`config.mk`:
```
export PLATFORM = sky130hd
export DESIGN_NAME = led_mode_sequencer
export DESIGN_NICKNAME = d
export VERILOG_FILES = /design/src/rtl/led_pkg.sv /design/src/rtl/key_debouncer.sv /design/src/rtl/led_mode_sequencer.sv
export SDC_FILE = /design/constraint.sdc
export NUM_CORES = 1
export LEC_CHECK = 0
export CORE_ASPECT_RATIO = 2
export CORE_MARGIN = 5
export CORE_UTILIZATION = 50
export DETAILED_ROUTE_END_ITERATION = 8
export DONT_BUFFER_PORTS = 1
export MAX_ROUTING_LAYER = met4
export PLACE_DENSITY = 0.66
export SLEW_MARGIN = 5
export SYNTH_ARGS = -nofsm -noshare
export SYNTH_HDL_FRONTEND = slang
export SYNTH_SLANG_ARGS = --single-unit
```
`constraint.sdc`:
```
create_clock -name CLOCK_50 -period 2.33 [get_ports CLOCK_50]
set_clock_uncertainty 0.05 [all_clocks]
set_input_delay 0.3495 -clock CLOCK_50 [delete_from_list [all_inputs] [get_ports CLOCK_50]]
set_output_delay 0.3495 -clock CLOCK_50 [all_outputs]
set_load 0.005 [all_outputs]
```
`src/rtl/led_pkg.sv`:
```
// Shared mode encodings and mode-advance helper for the LED sequencer.
package led_pkg;

  typedef enum logic [1:0] {
    MODE_OFF   = 2'd0,
    MODE_SLOW  = 2'd1,
    MODE_FAST  = 2'd2,
    MODE_CHASE = 2'd3
  } mode_e;

  function automatic mode_e next_mode(input mode_e m);
    mode_e n;
    unique case (m)
      MODE_OFF:   n = MODE_SLOW;
      MODE_SLOW:  n = MODE_FAST;
      MODE_FAST:  n = MODE_CHASE;
      MODE_CHASE: n = MODE_OFF;
      default:    n = MODE_OFF;
    endcase
    return n;
  endfunction

endpackage

```
`src/rtl/key_debouncer.sv`:
```
// Two-flop synchronizer, debounce counter and one-cycle press pulse
// on a debounced 1->0 transition of an active-low push-button.
module key_debouncer #(
  parameter int DEBOUNCE_CYCLES = 1000000
) (
  input  logic clk_i,
  input  logic rst_ni,
  input  logic key_i,
  output logic press_o
);

  localparam int CW = $clog2(DEBOUNCE_CYCLES);
  localparam logic [CW-1:0] LAST = CW'(DEBOUNCE_CYCLES - 1);

  logic          sync1_q;
  logic          sync2_q;
  logic          deb_q;
  logic          deb_d;
  logic          press_q;
  logic          press_d;
  logic [CW-1:0] cnt_q;
  logic [CW-1:0] cnt_d;

  always_comb begin
    deb_d   = deb_q;
    cnt_d   = '0;
    press_d = 1'b0;
    if (sync2_q != deb_q) begin
      if (cnt_q == LAST) begin
        deb_d   = sync2_q;
        press_d = ~sync2_q;
      end else begin
        cnt_d = cnt_q + CW'(1);
      end
    end
  end

  // Released (1) is the idle level, so reset can never fake a press.
  always_ff @(posedge clk_i or negedge rst_ni) begin
    if (!rst_ni) begin
      sync1_q <= 1'b1;
      sync2_q <= 1'b1;
      deb_q   <= 1'b1;
      cnt_q   <= '0;
      press_q <= 1'b0;
    end else begin
      sync1_q <= key_i;
      sync2_q <= sync1_q;
      deb_q   <= deb_d;
      cnt_q   <= cnt_d;
      press_q <= press_d;
    end
  end

  assign press_o = press_q;

endmodule

```
`src/rtl/led_mode_sequencer.sv`:
```
// Button-driven LED blink-mode sequencer (OFF/SLOW/FAST/CHASE).
// Optional LED_ALT_PHASE_EN: alternating even/odd LEDs in SLOW/FAST.
module led_mode_sequencer
  import led_pkg::*;
#(
  parameter int NUM_LEDS        = 8,
  parameter int SLOW_DIV        = 25000000,
  parameter int FAST_DIV        = 250000,
  parameter int DEBOUNCE_CYCLES = 1000000
) (
  input  logic                CLOCK_50,
  input  logic                RESET_N,
  input  logic                KEY,
  output logic [NUM_LEDS-1:0] LEDG,
  output logic [1:0]          MODE
);

  localparam int MAXD = (SLOW_DIV > FAST_DIV) ? SLOW_DIV : FAST_DIV;
  localparam int CW   = $clog2(MAXD);
  localparam logic [CW-1:0] SLOW_LAST = CW'(SLOW_DIV - 1);
  localparam logic [CW-1:0] FAST_LAST = CW'(FAST_DIV - 1);
  localparam logic [NUM_LEDS-1:0] CHASE_INIT =
    {{(NUM_LEDS-1){1'b0}}, 1'b1};

  mode_e               mode_q;
  mode_e               mode_d;
  logic [CW-1:0]       pre_q;
  logic [CW-1:0]       pre_d;
  logic                phase_q;
  logic                phase_d;
  logic [NUM_LEDS-1:0] chase_q;
  logic [NUM_LEDS-1:0] chase_d;
  logic [NUM_LEDS-1:0] led_q;
  logic [NUM_LEDS-1:0] led_d;
  logic [NUM_LEDS-1:0] blink;
  logic [CW-1:0]       last;
  logic                press;
  logic                tick;

  key_debouncer #(
    .DEBOUNCE_CYCLES(DEBOUNCE_CYCLES)
  ) u_key (
    .clk_i  (CLOCK_50),
    .rst_ni (RESET_N),
    .key_i  (KEY),
    .press_o(press)
  );

`ifdef LED_ALT_PHASE_EN
  logic [NUM_LEDS-1:0] odd_bits;
  for (genvar i = 0; i < NUM_LEDS; i++) begin : g_odd
    assign odd_bits[i] = (i % 2) == 1;
  end
  assign blink = {NUM_LEDS{phase_q}} ^ odd_bits;
`else
  assign blink = {NUM_LEDS{phase_q}};
`endif

  assign last = (mode_q == MODE_SLOW) ? SLOW_LAST : FAST_LAST;
  assign tick = (mode_q != MODE_OFF) && (pre_q == last);

  // A press outranks a coincident tick: the new mode starts clean.
  always_comb begin
    mode_d  = mode_q;
    pre_d   = pre_q;
    phase_d = phase_q;
    chase_d = chase_q;
    if (press) begin
      mode_d  = next_mode(mode_q);
      pre_d   = '0;
      phase_d = 1'b0;
      chase_d = CHASE_INIT;
    end else if (mode_q == MODE_OFF) begin
      pre_d = '0;
    end else if (tick) begin
      pre_d   = '0;
      phase_d = ~phase_q;
      chase_d = {chase_q[NUM_LEDS-2:0], chase_q[NUM_LEDS-1]};
    end else begin
      pre_d = pre_q + CW'(1);
    end
  end

  always_comb begin
    led_d = '0;
    unique case (mode_q)
      MODE_OFF:   led_d = '0;
      MODE_SLOW:  led_d = blink;
      MODE_FAST:  led_d = blink;
      MODE_CHASE: led_d = chase_q;
      default:    led_d = '0;
    endcase
  end

  always_ff @(posedge CLOCK_50 or negedge RESET_N) begin
    if (!RESET_N) begin
      mode_q  <= MODE_OFF;
      pre_q   <= '0;
      phase_q <= 1'b0;
      chase_q <= CHASE_INIT;
      led_q   <= '0;
    end else begin
      mode_q  <= mode_d;
      pre_q   <= pre_d;
      phase_q <= phase_d;
      chase_q <= chase_d;
      led_q   <= led_d;
    end
  end

  assign LEDG = led_q;
  assign MODE = mode_q;

endmodule
```
Word level (Yosys, flattened, before mapping):

Index checks and enable logic that the tools add are counted.

* register bits: 68
* output and inout bits: 10

* $add $sub $neg: 2
* equality and inequality tests: 7
* muxes and demuxes: 16
* bitwise logic cells: 2
* reductions and logical operators: 7

Operators with widths (count)
* $mux W25: 4
* $mux W20: 2
* $add A25 B1 Y25 const B: 1
* $eq A25 B25 Y1: 1
* $mux W8: 3
* $pmux W8 S3: 1
* $add A20 B1 Y20 const B: 1
* $eq A20 B20 Y1 const B: 1
* $pmux W2 S4: 1
* $mux W1: 5
* $eq A2 B2 Y1 const B: 2
* $reduce_and A2 Y1: 2
* $reduce_bool A2 Y1: 2
* $eq A2 B1 Y1 const B: 1
* $logic_not A2 Y1: 1
* $ne A2 B1 Y1 const B: 1
* $not A1 Y1: 2
* $reduce_or A2 Y1: 1
* $logic_and A1 B1 Y1: 1
* $ne A1 B1 Y1: 1

Longest topological paths before layout:

Gate-level depths: netlist (run 1).

* depth in word-level cells: 7
* depth in mapped cells: 7
* gate-level depth less buffers: 6

Hierarchy:

From an unflattened synthesis (run 1), not the netlist that was laid out.

* cell total of the unflattened synthesis: 329
* area, all modules: 3423.3 um2

Modules (own cells, without submodules)
* led_mode_sequencer: instances 1, cells an instance 220, area each 2275.9 um2, seq. area each 1102.3 um2
* key_debouncer: instances 1, cells an instance 109, area each 1147.4 um2, seq. area each 604.3 um2

Worst setup path before layout (run 1):

OpenSTA, ideal clock, no wires.

* kind: register -> register
* from: reg mode_q[1] (netlist: MODE[1])
* to: reg phase_q
* library setup time: 125 ps
* arrival time: 1965 ps
* required time: 2155 ps
* path slack: 190 ps
* cell stages (with the launch flop): 8
* buffers on the path: 1
* cells stage by stage: dfrtp_1 > inv_1 > ha_1 > nand3_1 > or4_1 > a211oi_1 > buf_2 > mux2_2

* cells in the longest elaborated chain, start to end: 6
* elaborated cells between the ends (all ways): 9
* classes of those cells: 3 x eq/ne; 1 x mux; 5 x reduce/logical

RTL lines
* from (decl): RTL line led_mode_sequencer.sv:25 `mode_e mode_q;`
* from (signal assigned): RTL line led_mode_sequencer.sv:103 `mode_q <= mode_d;`
* $eq A2 B1 Y1: RTL line led_mode_sequencer.sv:59 `assign last = (mode_q == MODE_SLOW) ? SLOW_LAST : FAST_LAST;`
* $mux W25: RTL line led_mode_sequencer.sv:59
* $eq A25 B25 Y1: RTL line led_mode_sequencer.sv:60 `assign tick = (mode_q != MODE_OFF) && (pre_q == last);`
* $logic_and A1 B1 Y1: RTL line led_mode_sequencer.sv:60
* $reduce_bool A2 Y1 (no line)
* $reduce_and A2 Y1 (no line) *
* to (signal assigned): RTL line led_mode_sequencer.sv:105 `phase_q <= phase_d;`
* to (decl): RTL line led_mode_sequencer.sv:29 `logic phase_q;`

Mark *: on every way between the ends. The rest lies on a longest branch, timed or not.
A chain may end at the register's enable or synchronous reset.

Worst setup path after layout (run 1):

* from: reg mode_q[1] (netlist: MODE[1])
* to: reg chase_q[5]

* cells in the longest elaborated chain, start to end: 6
* elaborated cells between the ends (all ways): 9
* classes of those cells: 3 x eq/ne; 1 x mux; 5 x reduce/logical

RTL lines
* $eq A2 B1 Y1: RTL line led_mode_sequencer.sv:59
* $mux W25: RTL line led_mode_sequencer.sv:59
* $eq A25 B25 Y1: RTL line led_mode_sequencer.sv:60
* $logic_and A1 B1 Y1: RTL line led_mode_sequencer.sv:60
* $reduce_bool A2 Y1 (no line)
* $reduce_and A2 Y1 (no line) *
* to (signal assigned): RTL line led_mode_sequencer.sv:106 `chase_q <= chase_d;`
* to (decl): RTL line led_mode_sequencer.sv:31 `logic [NUM_LEDS-1:0] chase_q;`

Marks and branches as above.

==> metrics, run 1 <==
status finished clean; die span in x 67.9 µm; CTS tree yes; critical path's slowest cell or4_1; antenna cell count 0; static leakage 0.00147 µW; Core Rows 42; Primary FF master, synth dfrtp_1; Worst Path Max Fanout 8; most instantiated cells after synthesis 64 x dfrtp_1, 34 x nand2_1, 19 x nor3_1; CP Class flop to flop; Avg WL per Cell 16.3 µm; initial antenna violation count 0; CP peak stage delay 470 ps; CP cell instances inv_1 > ha_1 > nand3_1 > or4_1 > a211oi_2 > buf_4 > mux2i_1; DR iter-0 viols 176; post-synthesis sequential area ratio 50.8%; warnings from Yosys 0; hpwl dp 4790 µm; clock root buffer master clkbuf_16; largest area contributor in the synthesized netlist dfrtp_1; Synth cell types 39; multi-input logic area 0.00155 mm²; H-tree levels 3; slew margin rel. 66.7%; Finished Cell Area 0.00382 mm²; Hold Path Class flop to flop; ys async rst share 100%; CP required 2540 ps; Placed Cells 414; area post-placement 0.00346 mm²; Worst VDD drop 0.377 mV; Pwr Density 688 mW/mm²; Area Growth Syn to Fin 13.9%; # port buffers 0; final hold violations 0; Die ar. 0.00855 mm²; GR Overflow Total 0; Synth area leaders dfrtp_1 48%, xnor2_1 3.9%, nand2_1 3.8%; GPL Wtd Cong 0.851; die height 126 µm; syn avg cell area 10.0 µm²; first-pass GRT wire length 12,200 µm; fin crit share 93.4%; layout net count 349; core area 0.00657 mm²; Post-synth EDFFs 0; max-slew violations 0; most instantiated library cell after synthesis dfrtp_1; share of the synthesized area in the top cell type 47.7%; postcts setup bufs 0; largest net degree at the start of global routing 69; routed wire length 7060 µm; Detail Route Antenna Nets 0; clk sinks 68; RSZ-0062 raised after global routing false; Max Clk Rate 459 MHz; startpoint types flop; vias 2,560; # setup viols final 0; Worst Path Arrival 2390 ps; Sequential cell area 0.00171 mm²; flops & latches, synth 68; Num CTS Buffers 9; Filler cells 572; First-pass DRT Iterations 4; worst skew pair latency 340 ps; Syn Inst Count 335; Non-Filler Instances 433; clock-pin slew on the worst setup and hold paths 60 ps; vias in the first global route 2,652; gr usage total 19.3%; post-layout util 58.2%; measured slew at the worst slew-check pin 499 ps; Residual DRC 0; vias per inst 5.91; Initial Utilization 51.1%; Syn Std Cell Area 0.00336 mm²; Max-Cap Viols 0; clk buf depth 2; fin crit period 2180 ps; setup TNS 0 ps; share of layout cells above drive strength 1 11.3%; syn_nets 344; CP endpoint kind flop; IO Count 13
-- stage by stage --
| step | setup WS [ps] | total power [µW] | hold slack (ps) |
|---|---|---|---|
| floorplan | 190 | 1230 | 3.91 |
| global placement | 180 | 1230 | 5.52 |
| detailed placement | 67.3 | 1230 | 6.24 |
| CTS | 42.2 | 2660 | 316 |
| global route | 28.2 | 2710 | 314 |
| finish | 153 | 2630 | 318 |
-- timing repair --
item	CTS	global route
endpoints found under the hold margin	69	0
setup endpoints to repair	0	9
gates resized for setup	0	2
hold buffers	3	0
-- critical path: cells and delay by family, from the launching register on --
kind / cells / cell delay, ps
and+or+nand+nor: 2 / 550
adders and majority gates: 1 / 210
AOI/OAI and AO/OA: 1 / 290
DFF: 1 / 430
muxes: 1 / 210
buffers and inverters: 2 / 360
-- final cells by class --
cell class / instances / share of cell area [%]
sequential: 68 / 44.6
multi-input combinational: 241 / 40.6
clock buffer: 11 / 6.61
tap: 88 / 2.88
timing repair buffer: 11 / 2.81
clock inverter: 5 / 1.57
inverter: 9 / 0.883
-- layer usage --
metal | share of wire, % | track usage [%] | vias to the layer above
li1 | - | - | 1224
met1 | 38 | 19.8 | 1279
met2 | 57 | 32.3 | 40
met3 | 2.6 | 4.37 | 17
met4 | 3.1 | 10.9 | 0
met5 | 0 | - | -
-- path summary, 6_finish.rpt --
kind / start / endpoint / slack, ps / cells past startpoint
max in group asynchronous: RESET_N / chase_q[0]$_DFFE_PN1P_ / 1380 / 2
worst min-delay path: u_key.sync1_q$_DFF_PN1_ / u_key.sync2_q$_DFF_PN1_ / 320 / 0
worst max register to register: MODE[1]$_DFFE_PN0P_ / chase_q[5]$_DFFE_PN0P_ / 150 / 7
min in group asynchronous: RESET_N / pre_q[24]$_DFF_PN0_ / 530 / 2
worst max-delay path: MODE[1]$_DFFE_PN0P_ / chase_q[5]$_DFFE_PN0P_ / 150 / 7
worst min register to register: u_key.sync1_q$_DFF_PN1_ / u_key.sync2_q$_DFF_PN1_ / 320 / 0
-- flip-flops by register name (all words and copies together) (netlist names), 2 cells and up --
signal,count
chase_q,8
pre_q,25
LEDG,8
u_key.cnt_q,20
MODE,2
-- kinds of logic after synthesis --
logic type               after synthesis  synth area share [%]
XOR/XNOR                              23                  6.00
buffers and inverters                 26                  3.13
multiplexers                          10                  3.06
adder cells (fa/ha/maj)                6                  2.24
AND/OR/NAND/NOR                      149                  24.6
flip-flops                            68                  50.8
AO/OA/AOI/OAI                         53                  10.1
-- cell usage in the layout (no fill, tap or decap), types with 2 or more instances in the layout --
cell type / instances
and4_1: 2
a211oi_2: 2
and2_1: 4
a211oi_1: 12
mux2_2: 2
dfrtp_1: 64
o21ai_0: 12
clkinvlp_4: 4
o31ai_1: 10
or3_1: 8
buf_4: 8
and3_1: 8
inv_1: 9
clkbuf_16: 9
xor2_1: 8
nor2_1: 17
nand4b_1: 2
mux2i_1: 8
xnor2_1: 15
nor4_1: 5
dfstp_2: 4
a21oi_1: 15
nand4_1: 8
nor4b_1: 4
ha_1: 6
nand3_1: 17
or4_1: 12
clkbuf_8: 2
nor3_1: 19
nand2_1: 34
dlygate4sd3_1: 2
-- power by group --
part           internal, µW  leakage, µW  switching, µW
logic                  14.3     0.000393           33.1
registers              1190     0.000934           6.99
clock network           885     0.000140            504
total                  2090      0.00147            544
Note: power is estimated with default switching activity, not from simulation.
==> inputs of run 2 (changes only) <==
--- a/config.mk
+++ b/config.mk
@@ -8,6 +8,7 @@
 export CORE_ASPECT_RATIO = 2
 export CORE_MARGIN = 5
 export CORE_UTILIZATION = 50
+export CTS_BUF_LIST = sky130_fd_sc_hd__clkbuf_4
 export DETAILED_ROUTE_END_ITERATION = 8
 export DONT_BUFFER_PORTS = 1
 export MAX_ROUTING_LAYER = met4
==> metrics, run 2 (synthesized netlist as in run 1, its figures left out) <==
GR Overflow Total 0 (unchanged); Initial Utilization 51.1% (unchanged); startpoint types flop; max-slew violations 0 (unchanged); IO Count 13 (unchanged); CP required 2640 ps (+100 ps); clock root buffer master clkbuf_4; die span in x 67.9 µm (unchanged); Top reg by flops pre_q; status finished clean; final hold violations 0 (unchanged); fin crit period 2180 ps (+2.91 ps); Max-Cap Viols 0 (unchanged); hold path start u_key.sync1_q$_DFF_PN1_; CP endpoint kind flop; clk sinks 68 (unchanged); initial antenna violation count 1 (+1); Worst Path Arrival 2490 ps (+100 ps); DR iter-0 viols 173 (-1.7%); reg-to-reg endpoint chase_q[2]$_DFFE_PN0P_; Avg WL per Cell 16.3 µm (-0.10%); Reg-to-Reg Start MODE[1]$_DFFE_PN0P_; H-tree levels 3 (unchanged); Detail Route Antenna Nets 0 (unchanged); clk buf depth 2 (unchanged); critical path's slowest cell or4_1; Min Hold Slack 338 ps (+20.2 ps); Placed Cells 414 (unchanged); die height 126 µm (unchanged); Worst Path Max Fanout 8 (unchanged); measured slew at the worst slew-check pin 512 ps (+12.9 ps); fin crit share 93.6% (+0.12 points); vias 2,530 (-1.2%); gr usage total 19.1% (-0.18 points); Core Rows 42 (unchanged); CP cell instances inv_1 > ha_1 > nand3_1 > or4_1 > a211oi_2 > buf_4 > mux2i_1; clock-pin slew on the worst setup and hold paths 120 ps (+60 ps); layout net count 349 (unchanged); static leakage 0.00139 µW (-5.5%); Max Clk Rate 459 MHz (-0.13%); Num CTS Buffers 9 (unchanged); r2r setup slk 150 ps (about the same); hpwl dp 4790 µm (unchanged); worst skew pair latency 430 ps (+90 ps); routed wire length 7070 µm (+0.13%); postcts setup bufs 0 (unchanged); GPL Wtd Cong 0.851 (unchanged); setup TNS 0 ps (unchanged); post-layout util 55.6% (-2.7 points); commonest non-fill, non-tap cell in the layout dfrtp_1; slew margin rel. 65.9% (-0.86 points); Pwr Density 547 mW/mm² (-21%); Top Registers pre_q (25), u_key.cnt_q (20); Tot Pwr 2000 µW (-24%); share of layout cells above drive strength 1 10.7% (-0.58 points); # setup viols final 0 (unchanged); commonest cells after routing, fill and taps aside 64 x dfrtp_1, 34 x nand2_1, 19 x nor3_1; core area 0.00657 mm² (unchanged); hold path endpoint u_key.sync2_q$_DFF_PN1_; CP Class flop to flop; # port buffers 0 (unchanged); CTS tree yes; first-pass GRT wire length 12,100 µm (-0.51%); CP peak stage delay 470 ps (about the same); Residual DRC 0 (unchanged); Worst VDD drop 0.366 mV (-3.0%); Non-Filler Instances 434 (+0.23%); Hold Path Depth 0 (unchanged); First-pass DRT Iterations 4 (unchanged); Area Growth Syn to Fin 8.72%; Die ar. 0.00855 mm² (unchanged); Hold Path Class flop to flop; Largest register FFs 25 (unchanged); Worst R2R Path Depth 7 (unchanged); vias in the first global route 2,627 (-0.94%); vias per inst 5.83 (-1.4%); largest net degree at the start of global routing 69 (unchanged)
-- run 2: cell types whose count changed in the layout (fill, tap and decap cells not counted) --
cell | before | now
diode_2 | 0 | 1
clkinv_1 | 0 | 2
clkbuf_4 | 0 | 9
clkbuf_16 | 9 | 0
clkbuf_8 | 2 | 0
-- run 2: per-layer routing --
layer | GRT usage [%] | up-vias | share of wire, %
li1 | - | 1231 | -
met1 | 19.7 | 1238 | 38
met3 | 3.92 | 20 | 3.1
met5 | - | - | 0
met4 | 10.4 | 0 | 3.2
met2 | 32.4 | 41 | 56
-- run 2: repair_timing --
item                       in CTS  in global routing
hold buffers                    3                  0
hold endpoints to repair       69                  0
gates resized for setup         0                  2
setup endpoints to repair       0                 10
-- run 2: worst max-delay path, delay by kind of cell, from the launching register on --
kind / cells / cell delay, ps
and+or+nand+nor: 2 / 550
DFF: 1 / 450
buffers and inverters: 2 / 360
AOI/OAI and AO/OA: 1 / 280
adders and majority gates: 1 / 210
muxes: 1 / 210
-- run 2: how the worst max path moves through the flow --
| stage | startpoint | end |
|---|---|---|
| detailed placement | MODE[1]$_DFFE_PN0P_ | chase_q[5]$_DFFE_PN0P_ |
| CTS | MODE[1]$_DFFE_PN0P_ | chase_q[5]$_DFFE_PN0P_ |
| floorplan | MODE[1]$_DFFE_PN0P_ | phase_q$_DFFE_PN0P_ |
| global route | MODE[1]$_DFFE_PN0P_ | chase_q[2]$_DFFE_PN0P_ |
| finish | MODE[1]$_DFFE_PN0P_ | chase_q[2]$_DFFE_PN0P_ |
| global placement | MODE[1]$_DFFE_PN0P_ | chase_q[6]$_DFFE_PN0P_ |
-- run 2: cell type report --
class	instances	area [µm²]
fillers	587	2920
flip-flops and latches	68	1710
multi-input cells	241	1550
well taps	88	110
repair buffers	11	108
clock buffers	9	67.6
clock inverters	7	67.6
inverters	9	33.8
diodes	1	2.50
-- run 2: metrics by stage --
stage / setup WS [ps] / instance area, µm²
after floorplan: 190 / 3360
after global placement: 180 / 3460
after detailed placement: 67.3 / 3460
after CTS: 40.9 / 3640
after global routing: -9.51 / 3650
final: 150 / 3650
-- run 2: where the power goes --
| part | leakage (µW) | switching, µW | internal, µW | total, µW |
|---|---|---|---|---|
| clock network | 0.0000593 | 435 | 318 | 754 |
| logic | 0.000393 | 33.1 | 14.4 | 47.5 |
| registers | 0.000934 | 6.94 | 1190 | 1190 |
==> inputs of run 3 (changes only) <==
--- a/config.mk
+++ b/config.mk
@@ -6,7 +6,6 @@
 export NUM_CORES = 1
 export LEC_CHECK = 0
 export CORE_ASPECT_RATIO = 2
-export CORE_MARGIN = 5
 export CORE_UTILIZATION = 50
 export CTS_BUF_LIST = sky130_fd_sc_hd__clkbuf_4
 export DETAILED_ROUTE_END_ITERATION = 8
==> metrics, run 3 (synthesized netlist as in run 1, its figures left out) <==
clk sinks 68 (unchanged); CP required 2620 ps (-20 ps); Largest register FFs 25 (unchanged); commonest non-fill, non-tap cell in the layout dfrtp_1; DR iter-0 viols 211 (+22%); worst skew pair latency 440 ps (about the same); startpoint types flop; r2r setup slk 160 ps (about the same); Top Registers pre_q (25), u_key.cnt_q (20); die height 118 µm (-6.4%); gr usage total 23.9% (+4.8 points); setup TNS 0 ps (unchanged); fin crit share 93.0% (-0.54 points); Worst R2R Path Depth 5 (-2); vias 2,574 (+1.7%); multi-input logic area 0.00155 mm² (unchanged); hold path start u_key.sync1_q$_DFF_PN1_; measured slew at the worst slew-check pin 523 ps (+10.9 ps); delay-heaviest family, CP simple AND/OR/NAND/NOR gates; Tot Pwr 2120 µW (+6.0%); Top reg by flops pre_q; # setup viols final 0 (unchanged); CTS tree yes; status finished clean; Sequential cell area 0.00171 mm² (unchanged); RSZ-0062 raised after global routing false; Worst VDD drop 0.410 mV (+12%); Residual DRC 0 (unchanged); CP cell instances ha_1 > and3_1 > nand3_1 > or4_1 > a211oi_1; commonest cells after routing, fill and taps aside 64 x dfrtp_1, 34 x nand2_1, 19 x nor3_1; hpwl dp 4950 µm (+3.4%); Die ar. 0.00707 mm² (-17%); max-slew violations 0 (unchanged); CP endpoint kind flop; Detail Route Antenna Nets 0 (unchanged); crit path to pre_q[16]$_DFF_PN0_; Reg-to-Reg Start pre_q[0]$_DFF_PN0_; Finished Cell Area 0.00367 mm² (+0.69%); clk buf depth 2 (unchanged); clock-pin slew on the worst setup and hold paths 120 ps (about the same); # port buffers 0 (unchanged); WP buf/inv 0 (-2); Pwr Density 576 mW/mm² (+5.3%); share of layout cells above drive strength 1 11.3% (+0.55 points); initial antenna violation count 0 (-1); Critical Path Start pre_q[0]$_DFF_PN0_; Filler cells 570 (-2.9%); Initial Utilization 52.4% (+1.2 points); H-tree levels 3 (unchanged); layout net count 350 (+0.29%); Max Clk Rate 461 MHz (+0.58%); Hold Path Class flop to flop; core area 0.00641 mm² (-2.4%); final hold violations 0 (unchanged); Levels on crit path 5 (-2); first-pass GRT wire length 12,200 µm (+1.1%); CP peak stage delay 570 ps (+100 ps); static leakage 0.00142 µW (+2.2%); Avg WL per Cell 16.4 µm (+0.48%); critical path's slowest cell or4_1; IO Count 13 (unchanged); Num CTS Buffers 9 (unchanged); largest net degree at the start of global routing 69 (unchanged); Core Rows 41 (-2.4%); First-pass DRT Iterations 4 (unchanged); die span in x 59.9 µm (-12%); slew margin rel. 65.1% (-0.73 points); Worst Path Max Fanout 11 (+3); Area Growth Syn to Fin 9.47%; vias in the first global route 2,658 (+1.2%); routed wire length 7070 µm (about the same); post-layout util 57.3% (+1.7 points); clock root buffer master clkbuf_4; Worst Path Arrival 2450 ps (-40 ps); GPL Wtd Cong 0.880 (+3.4%); vias per inst 5.96 (+2.2%); GR Overflow Total 0 (unchanged); antenna cell count 0 (-1); Max-Cap Viols 0 (unchanged); CP Class flop to flop; area post-placement 0.00346 mm² (+0.14%); fin crit period 2170 ps (-12.6 ps); reg-to-reg endpoint pre_q[16]$_DFF_PN0_
run 3: power by group:
group | total (µW) | leakage [µW] | internal, µW | switching [µW]
Combinational | 48.2 | 0.000399 | 14.4 | 33.8
Sequential | 1190 | 0.000934 | 1190 | 7.33
Clock | 872 | 0.0000837 | 431 | 442
run 3: repair_timing:
| item | 4_1_cts | 5_1_grt |
|---|---|---|
| endpoints found under the setup margin | 0 | 5 |
| hold buffers | 3 | 0 |
| setup buffers | 0 | 0 |
| hold endpoints to repair | 69 | 0 |
| resized for setup | 0 | 2 |
run 3: stage by stage:
step	worst slack, ps	cells	hold WS [ps]
finish	162	432	302
global route	4.19	432	313
CTS	61.3	432	316
detailed placement	94.6	413	5.33
global placement	167	413	5.06
floorplan	190	335	3.91
run 3: metal layers:
layer	share of wire, %	GRT usage (%)	up-vias	wire, µm
li1	-	-	1234	-
met1	38	24.9	1277	2710
met2	56	40.1	48	3970
met3	2.7	6.37	15	190
met4	2.9	10.9	0	202
met5	0	-	-	0
run 3: worst min path at each step:
stage	end	cells past startpoint	slack, ps
CTS	u_key.sync2_q$_DFF_PN1_	0	320
floorplan	LEDG[0]$_DFF_PN0_	0	4
finish	u_key.sync2_q$_DFF_PN1_	0	300
global route	u_key.sync2_q$_DFF_PN1_	0	310
global placement	pre_q[18]$_DFF_PN0_	0	5
detailed placement	pre_q[18]$_DFF_PN0_	0	5
run 3: cell type report:
class,instances,share of cell area (%)
Clock buffer,9,1.84
Multi-Input combinational cell,241,42.3
Sequential cell,68,46.4
Clock inverter,7,2.45
Inverter,9,0.919
Tap cell,86,2.93
Timing Repair Buffer,12,3.13
